<file path="src/rtl/sequence_load_controller.sv">
// ---------------------------------------------------------------------------
// sequence_load_controller
//
// Loads one query/database word pair per accepted beat into sequence_buffer.
// Once NUM_REG beats have been written, it pulses core_start to the alignment
// core. It then waits for core_done before it will accept another job.
//
// Ports
//   clk         in   1      single clock, all logic on posedge
//   rst         in   1      synchronous reset, active-high
//   start       in   1      job request, honoured only while idle
//   abort       in   1      cancel current job, honoured in any busy state
//   in_valid    in   1      host presents a word pair this cycle
//   in_ready    out  1      controller accepts the word pair this cycle
//   wr_en_buff  out  1      write strobe to sequence_buffer
//   count       out  CNT_W  write index to sequence_buffer
//   core_start  out  1      one-cycle pulse: buffer full, core may begin
//   core_done   in   1      core finished, only looked at while running
//   busy        out  1      high whenever a job is in progress
//   job_done    out  1      one-cycle pulse after core_done is accepted
// ---------------------------------------------------------------------------
module sequence_load_controller #(
  parameter  int NUM_REG = 8,
  localparam int CNT_W   = $clog2(NUM_REG)
) (
  input  logic             clk,
  input  logic             rst,
  input  logic             start,
  input  logic             abort,
  input  logic             in_valid,
  output logic             in_ready,
  output logic             wr_en_buff,
  output logic [CNT_W-1:0] count,
  output logic             core_start,
  input  logic             core_done,
  output logic             busy,
  output logic             job_done
);

  typedef enum logic [1:0] {
    S_IDLE,
    S_LOAD,
    S_START,
    S_RUN
  } state_t;

  state_t           r_state;
  state_t           w_state_nxt;
  logic [CNT_W-1:0] r_count;
  logic             r_job_done;
  logic             w_beat;
  logic             w_last_beat;

  // abort takes precedence over a beat, so an aborted cycle never writes.
  assign w_beat      = in_valid & (r_state == S_LOAD) & ~abort;
  assign w_last_beat = w_beat & (r_count == CNT_W'(NUM_REG - 1));

  // State register
  always_ff @(posedge clk) begin
    if (rst) begin
      r_state <= S_IDLE;
    end else begin
      r_state <= w_state_nxt;
    end
  end

  // Next-state logic
  always_comb begin
    w_state_nxt = r_state;
    unique case (r_state)
      S_IDLE: begin
        if (start) w_state_nxt = S_LOAD;
      end
      S_LOAD: begin
        if (abort)            w_state_nxt = S_IDLE;
        else if (w_last_beat) w_state_nxt = S_START;
      end
      S_START: begin
        w_state_nxt = abort ? S_IDLE : S_RUN;
      end
      S_RUN: begin
        if (abort || core_done) w_state_nxt = S_IDLE;
      end
      default: w_state_nxt = S_IDLE;
    endcase
  end

  // Write index. It is cleared whenever the job is idle or aborted. It
  // advances only on accepted beats. The power-of-two depth lets the
  // increment after the last beat wrap naturally to 0.
  always_ff @(posedge clk) begin
    if (rst || (r_state == S_IDLE) || abort) begin
      r_count <= '0;
    end else if (w_beat) begin
      r_count <= r_count + CNT_W'(1);
    end
  end

  // job_done is registered so it appears the cycle after core_done.
  // An abort in the same cycle cancels it.
  always_ff @(posedge clk) begin
    if (rst) begin
      r_job_done <= 1'b0;
    end else begin
      r_job_done <= (r_state == S_RUN) & core_done & ~abort;
    end
  end

  // Output logic. Outputs are forced low while rst is asserted, so nothing
  // leaks out in the reset cycle itself, before the state register clears.
  always_comb begin
    in_ready   = 1'b0;
    wr_en_buff = 1'b0;
    count      = '0;
    core_start = 1'b0;
    busy       = 1'b0;
    job_done   = 1'b0;
    if (!rst) begin
      in_ready   = (r_state == S_LOAD) & ~abort;
      wr_en_buff = w_beat;
      count      = r_count;
      core_start = (r_state == S_START);
      busy       = (r_state != S_IDLE);
      job_done   = r_job_done;
    end
  end

endmodule

</file>
<file path="config.mk">
export PLATFORM = sky130hd
export DESIGN_NAME = sequence_load_controller
export DESIGN_NICKNAME = d
export VERILOG_FILES = /design/src/rtl/sequence_load_controller.sv
export SDC_FILE = /design/constraint.sdc
export NUM_CORES = 1
export LEC_CHECK = 0
export BUFFER_PORTS_ARGS = -buffer_cell sky130_fd_sc_hd__buf_2
export CAP_MARGIN = 20
export CORE_AREA = 2 2 39 41
export CTS_CLUSTER_DIAMETER = 100
export DETAILED_ROUTE_END_ITERATION = 10
export DIE_AREA = 0 0 41 43
export GPL_TIMING_DRIVEN = 1
export PLACE_DENSITY = 0.58
export SLEW_MARGIN = 10
export SYNTH_ARGS = -nofsm -noshare
export SYNTH_HDL_FRONTEND = slang
export SYNTH_SLANG_ARGS = --single-unit
</file>
<file path="constraint.sdc">
create_clock -name clk -period 1.46 [get_ports clk]
set_clock_uncertainty 0.2 [all_clocks]
set_input_delay 0.073 -clock clk [delete_from_list [all_inputs] [get_ports clk]]
set_output_delay 0.073 -clock clk [all_outputs]
set_load 0.05 [all_outputs]
</file>
==> metrics.yaml <==
floorplan:
  die_area_mm2: 0.00176
  rows: 14
  die_y_um: 43
  die_w_um: 41
  ios: 14
  initial_core_util_pct: 24.3
  core_area_mm2: 0.00138
grt:
  antenna_found_initial: 0
  grt_pass1_wl_um: 1050
  gr-usage-all-layers_pct: 9.75
  grt_max_degree: 11
  grt-ovfl-total: 0
  grt_pass1_vias: 266
sta:
  whs_ns: 0.00217
  period_share_pct: 99.0
  setup_slack_ns: 0.0152
  setup_violations: 0
  fmax_mhz: 692
  rsz0062_at_grt: "yes"
  hold_viol: 0
  period_minus_slack_ns: 1.44
  drv_slew: 0
  slew_headroom_pct: 83.4
  worst_slew_pin_slew_ns: 0.250
yosys:
  synth.distinct_cells: 22
  synth-seq-area-share_pct: 35.7
  yosys-top-cells-area: "dfxtp_1 (36%), ha_1 (7.4%), nor2b_1 (7.4%)"
  yosys_warnings: 0
  ys.flop_type: "dfxtp_1"
  avgSynthCellArea_um2: 8.41
  async_flop_share_pct: 0
  yosys.area.top_type: "dfxtp_1"
  syn_inst: 40
  syn-num-nets: 48
  yosys-top-cells-count: "dfxtp_1 (6), nor2_1 (6), nor2b_1 (4)"
  synth_top_area_share_pct: 35.7
  ys_seq_elements: 6
  netlist_area_um2: 337
  synth_edf_count: 0
worst_setup_path:
  required_ns: 1.19
  r2r-end: "r_state[0]"
  cpLargestDelayFamily: "simple AND/OR/NAND/NOR gates"
  cpPeakStageDelay_ns: 0.37
  cp.arrival_ns: 1.17
  crit_path_end_kind: "output pin"
  r2r_cells: 5
  crit_chain: "nor4b_4 > and2_4 > buf_8"
  ff2ff_setup_slack_ns: 0.04
  cp-start-kind: "flip-flop"
  critPathSlowestCell: "dfxtp_4"
  cp_max_fo: 10
  r2r-start: "r_count[0]"
  critical_path_buf_inv_count: 1
  path_class: "reg2out"
  cp_num_cells: 3
clock_tree:
  cts_sinks: 6
  cts-buffers-inserted: 3
  cts_root_buf: "clkbuf_4"
  tritoncts: "done"
  clk_path_buf_depth: 2
  cts.clk_slew.worst_paths_ns: 0.05
  clock_latency_ns: 0.25
  cts_max_level: 1
pwr:
  peakVddDrop_v: 0.000448
  power_density_mw_per_mm2: 760
  p_leak_nw: 0.225
routing:
  avgViaCountPerCell: 4.45
  num_vias: 325
  firstDrtPassIters: 3
  drc: 0
  ant_nets: 0
  wl_per_cell_um: 10.3
  wl_um: 749
  drtIter0Drc: 1
layout:
  final_nets: 67
  register_area_um2: 128
  n_fill_cell: 146
  area_growth_pct: 50.9
  drive_gt1_share_pct: 36.8
  multiInputGateArea_um2: 216
  diodes: 0
  design_area_um2: 508
run:
  max_cap_violations: 0
placement:
  routabilityCongestion: 0.629
  pre_cts_slack_ns: 0.0498
  place_area_um2: 425
  dp_hpwl_um: 498
  numPortBuffers: 13
worst_hold_path:
  whs_endpoint: "r_state[1]"
  worstHoldStart: "in_valid"
  hp-class: "in2reg"
  hold_depth: 3
run_status:
  outcome: "finished, final reports clean"
worst min-delay path, cell delays in order:
cell and delay, ns:
buf_2 0.12, a31oi_1 0.17, nor4_1 0.06
per-layer routing:
metal / vias to the layer above / global-route usage (%) / wire, um
met5: - / 0 / 0
met1: 141 / 10.0 / 327
met4: 0 / 6.00 / 9
li1: 173 / - / -
met3: 2 / 7.85 / 60
met2: 9 / 13.1 / 352
state kept, by name, summed over array words and instances, names as in the netlist:
register and cells:
r_count 3, r_state 2, r_job_done 1
placed cells by master, fill, tap and decap left out, types with 2 or more instances in the layout:
master,Yosys,final
clkbuf_4,0,4
a21oi_1,3,3
nor2b_1,4,4
mux2i_1,2,2
buf_2,2,11
dfxtp_4,0,2
nor2_1,6,6
ha_1,2,2
dlygate4sd3_1,0,4
dfxtp_1,6,4
power by group:
| part | switching (W) | total (W) | internal [W] |
|---|---|---|---|
| Combinational | 0.0000309 | 0.0000567 | 0.0000258 |
| Sequential | 0.00000416 | 0.000169 | 0.000165 |
| Clock | 0.0000669 | 0.000160 | 0.0000935 |
| Total | 0.000102 | 0.000386 | 0.000284 |
cells by family (layout without fill, tap and decap cells):
group,count (synthesis),after routing,share of synthesized area [%]
multiplexers,2,2,5.95
adder cells (fa/ha/maj),2,2,7.43
buffers and inverters,4,21,5.20
AND/OR/NAND/NOR,19,19,32.3
flip-flops,6,6,35.7
AO/OA/AOI/OAI,6,6,10.8
XOR/XNOR,1,1,2.60
stage by stage:
step | cells | TNS (ns) | total power [W] | util (%)
after floorplan | 40 | -0.233 | 0.000208 | -
after global placement | 66 | 0 | 0.000221 | 30.7
after detailed placement | 66 | 0 | 0.000221 | 30.7
after CTS | 73 | 0 | 0.000391 | 35.9
after global routing | 73 | -0.153 | 0.000408 | 36.7
final | 73 | 0 | 0.000386 | 36.7
layout make-up:
type / instances / area share (%)
Tap cell: 16 / 3.94
Inverter: 1 / 0.739
Timing Repair Buffer: 17 / 23.2
Multi-Input combinational cell: 30 / 42.6
Sequential cell: 6 / 25.1
Clock buffer: 3 / 4.43
repair_timing:
item	4_1_cts	5_1_grt
endpoints found under the hold margin	3	0
gates resized for setup	4	4
hold buffers	4	0
setup endpoints to repair	4	4
buffers inserted	0	0
how the worst max path moves through the flow:
stage	endpoint	slack [ns]	start
3_5_place_dp	r_state[0]	0.05	r_count[0]
4_1_cts	wr_en_buff	0.00006	r_state[1]
2_1_floorplan	wr_en_buff	-0.23	r_state[1]
3_3_place_gp	r_state[0]	0.04	r_count[0]
6_report	wr_en_buff	0.02	r_state[1]
5_1_grt	wr_en_buff	-0.06	r_state[1]
Power figures use the tool's default switching activity.
